==> src/rtl/decoder_38.sv <==
// Registered 3-to-8 line decoder with enable and output-valid flag.
// Optional saturating 16-bit hit counter enabled by defining DECODER38_HIT_CNT_EN.
module decoder_38 #(
  parameter bit ACTIVE_LOW = 1'b0
) (
  input  logic       clk,
  input  logic       rst,
  input  logic       en,
  input  logic [2:0] in,
  output logic [7:0] out,
  output logic       out_vld
`ifdef DECODER38_HIT_CNT_EN
  ,
  output logic [15:0] hit_cnt
`endif
);

  // One-cold polarity is an XOR against this mask, which is also the idle value.
  localparam logic [7:0] IDLE_MASK = ACTIVE_LOW ? 8'hFF : 8'h00;

  function automatic logic [7:0] one_hot(input logic [2:0] sel);
    logic [7:0] v;
    v = 8'h00;
    v[sel] = 1'b1;
    return v;
  endfunction

  logic [7:0] out_nxt_s;
  logic [7:0] out_r;
  logic       vld_r;

  // Next decode value, already in the configured polarity.
  always_comb begin
    out_nxt_s = IDLE_MASK;
    if (en) begin
      out_nxt_s = one_hot(in) ^ IDLE_MASK;
    end else begin
      out_nxt_s = IDLE_MASK;
    end
  end

  // Output and valid registers.
  always_ff @(posedge clk) begin
    if (rst) begin
      out_r <= IDLE_MASK;
      vld_r <= 1'b0;
    end else begin
      out_r <= out_nxt_s;
      vld_r <= en;
    end
  end

  assign out     = out_r;
  assign out_vld = vld_r;

`ifdef DECODER38_HIT_CNT_EN
  logic [15:0] hit_cnt_r;

  // Saturating count of enabled decode cycles.
  always_ff @(posedge clk) begin
    if (rst) begin
      hit_cnt_r <= 16'h0000;
    end else if (en && (hit_cnt_r != 16'hFFFF)) begin
      hit_cnt_r <= hit_cnt_r + 16'h0001;
    end else begin
      hit_cnt_r <= hit_cnt_r;
    end
  end

  assign hit_cnt = hit_cnt_r;
`endif

endmodule

==> config.mk <==
export PLATFORM = sky130hd
export DESIGN_NAME = decoder_38
export DESIGN_NICKNAME = d
export VERILOG_FILES = /design/src/rtl/decoder_38.sv
export SDC_FILE = /design/constraint.sdc
export NUM_CORES = 1
export LEC_CHECK = 0
export ABC_AREA = 1
export BUFFER_PORTS_ARGS = -buffer_cell sky130_fd_sc_hd__buf_4
export CAP_MARGIN = 20
export CELL_PAD_IN_SITES_DETAIL_PLACEMENT = 0
export CELL_PAD_IN_SITES_GLOBAL_PLACEMENT = 1
export CORE_AREA = 2 2 39 41
export DETAILED_ROUTE_END_ITERATION = 6
export DIE_AREA = 0 0 41 43
export PLACE_DENSITY_LB_ADDON = 0.1
export REMOVE_ABC_BUFFERS = 1
export SLEW_MARGIN = 20
export SYNTH_ARGS = -nofsm -noshare
export SYNTH_HDL_FRONTEND = slang
export SYNTH_SLANG_ARGS = --single-unit
==> constraint.sdc <==
create_clock -name clk -period 0.8 [get_ports clk]
set_input_delay 0.04 -clock clk [delete_from_list [all_inputs] [get_ports clk]]
set_output_delay 0.04 -clock clk [all_outputs]
set_load 0.1 [all_outputs]
==> run metrics <==
status=complete, but fails checks; failing checks=negative setup slack; initial antenna violation count=0; cell family with most CP delay=flip-flops; Max Slew Vio Count=0; max frequency=1250 MHz; Reg power frac=48.5%; PortBufs=14; DRC Markers=0; Tightest Pin Transition=0.100 ns; Unique masters post-synth=5; largest net degree at the start of global routing=6; Final setup viols=1; nets=55; max-cap check violation count=0; Final Hold Viols=0; clock period minus worst slack=around 0.80 ns; clock power share=34.8%; crit-path max FO=1; post-synthesis register bit count=9; count of TritonRoute iterations in the first routing pass=2; I/O pins=15; # clock sinks=9; DRT iter0 DRCs=2; GRT overflow=0; Hold Path Cell Cnt=3; worst vdd ir=637 uV; sequential cell area fraction in the yosys report=approximately two thirds; remaining antenna violation count=0; hold_sp=en; CP Data Arrival Time=0.76 ns; filler cell count=~140; CTS Buf Count=3; Hold/Removal Path Class=in2reg; power per cell area=1740 nW/um^2; drt wl/cell=7.42 um; setup TNS=-0.000708 ns; n_diodes=0; Int Power=0.713 mW; Sw Pwr=0.248 mW; setup bufs post-CTS=0; Placed Area=a little under 400 um^2; Hold Crit Endpoint=out_vld; first-pass GRT wire length=around 750 um; Register Area=between 150 and 200 um^2; DIE AREA=approximately 1800 um^2; share of Yosys cell area claimed by the top area cell type=67.3%; crit end category=output port; CP Cell Sequence=buf_12; power consumption=0.961 mW; Syn Area/Cell=9.23 um^2; Lkg Pwr=0.247 nW; Slew headroom=93.3%; post-synthesis cell count=29; synthesized area=268 um^2; H-tree levels=1; core area=1380 um^2; Rows=14; Max clock buf depth=2; synth-to-layout area growth=107%; vias in the first global route=between 200 and 250; Final HPWL DP=405 um; Req. time, crit path=0.76 ns; WP buf/inv=1; Syn. warnings=0; CTS tree=done; GPL Wtd Cong=approximately 0.53; sw frac=25.8%; multi-input logic area=68.8 um^2; crit-path max cell delay=0.34 ns; die height=43 um; Synth area leader=dfxtp_1; clk root buf=clkbuf_4; critical path type=reg2out; vias per cell=around 3.7; RSZ-0062 raised after global routing=yes; setup slack after layout=-0.000708 ns; GRT Total Usage=6.85%; die width=41 um; DR vias=236; Design Area, Final=553 um^2; share of layout cells above drive strength 1=58.3%; fin crit share=100%; clock slew at reported path FFs=0.06 ns; type of origin of the critical path=flop; Logic pwr share=between 15 and 20%; largest cells by area after synthesis=dfxtp_1 67%, nor2_1 13%, nand3_2 7.5%, inv_1 7.0%, nand2_1 5.6%; routed wire length=around 480 um; Initial Utilization=19.3%; CP max-delay cell=dfxtp_2
state kept, by name, summed over array words and instances (netlist names):
name	cells
out	8
out_vld	1
placed cells by master (no fill, tap or decap), drive strengths merged:
cell and n:
dlygate4sd3 1, dfxtp 9, buf 14, clkbuf 4, nor2 9, inv 5, nand2 4, nand3 2
cells in the mapped netlist:
library cell	instances
nor2_1	9
nand2_1	4
nand3_2	2
inv_1	5
dfxtp_1	9
cells by family after synthesis:
family                 after synthesis  share of synthesized area [%]
buffers and inverters                5                           7.01
AND/OR/NAND/NOR                     15                           25.7
flip-flops                           9                           67.3
area by class of cell:
class	count	share of cell area, %
Clock buffer	4	4.75
Inverter	5	3.39
Multi-Input combinational cell	15	12.4
Sequential cell	9	34.6
Tap cell	16	3.62
Timing Repair Buffer	15	41.2
power groups by stage:
stage / sequential, mW / combinational [mW] / clock, mW
floorplan: 0.538 / 0.0223 / 0
global placement: 0.470 / 0.134 / 0
detailed placement: 0.470 / 0.135 / 0
CTS: 0.467 / 0.162 / 0.347
global route: 0.467 / 0.170 / 0.373
finish: 0.467 / 0.161 / 0.334
per-layer routing:
metal	track usage, %	up-vias	wire length [um]
met4	6.00	0	4
met2	9.69	10	245
met1	7.14	102	185
met5	0	-	0
li1	-	122	-
met3	3.14	2	40
worst max-delay path by stage:
stage	startpoint	slack, ns	cells after the start	to
6_report	out[6]	-0.0007	1	out[6]
3_3_place_gp	out_vld	0.19	1	out_vld
4_1_cts	out[6]	-0.01	1	out[6]
3_5_place_dp	out[6]	0.18	1	out[6]
5_1_grt	out[6]	-0.03	1	out[6]
2_1_floorplan	out[0]	-0.15	0	out[0]
repair_timing:
item,CTS,global route
hold buffers,1,0
gates resized for setup,36,0
endpoints found under the hold margin,1,0
endpoints found under the setup margin,9,9
per-stage QoR:
stage / utilization (%) / cells / hold slack (ns) / worst slack, ns
6_report: 40.0 / 64 / 0.0241 / -0.000708
5_1_grt: 40.0 / 64 / 0.0352 / -0.0288
4_1_cts: 40.0 / 64 / 0.0215 / -0.0111
3_5_place_dp: 28.4 / 59 / 0.211 / 0.184
3_3_place_gp: 28.4 / 59 / 0.204 / 0.194
2_1_floorplan: - / 29 / 0.111 / -0.149
No activity file was read; power rests on OpenSTA's default activity.
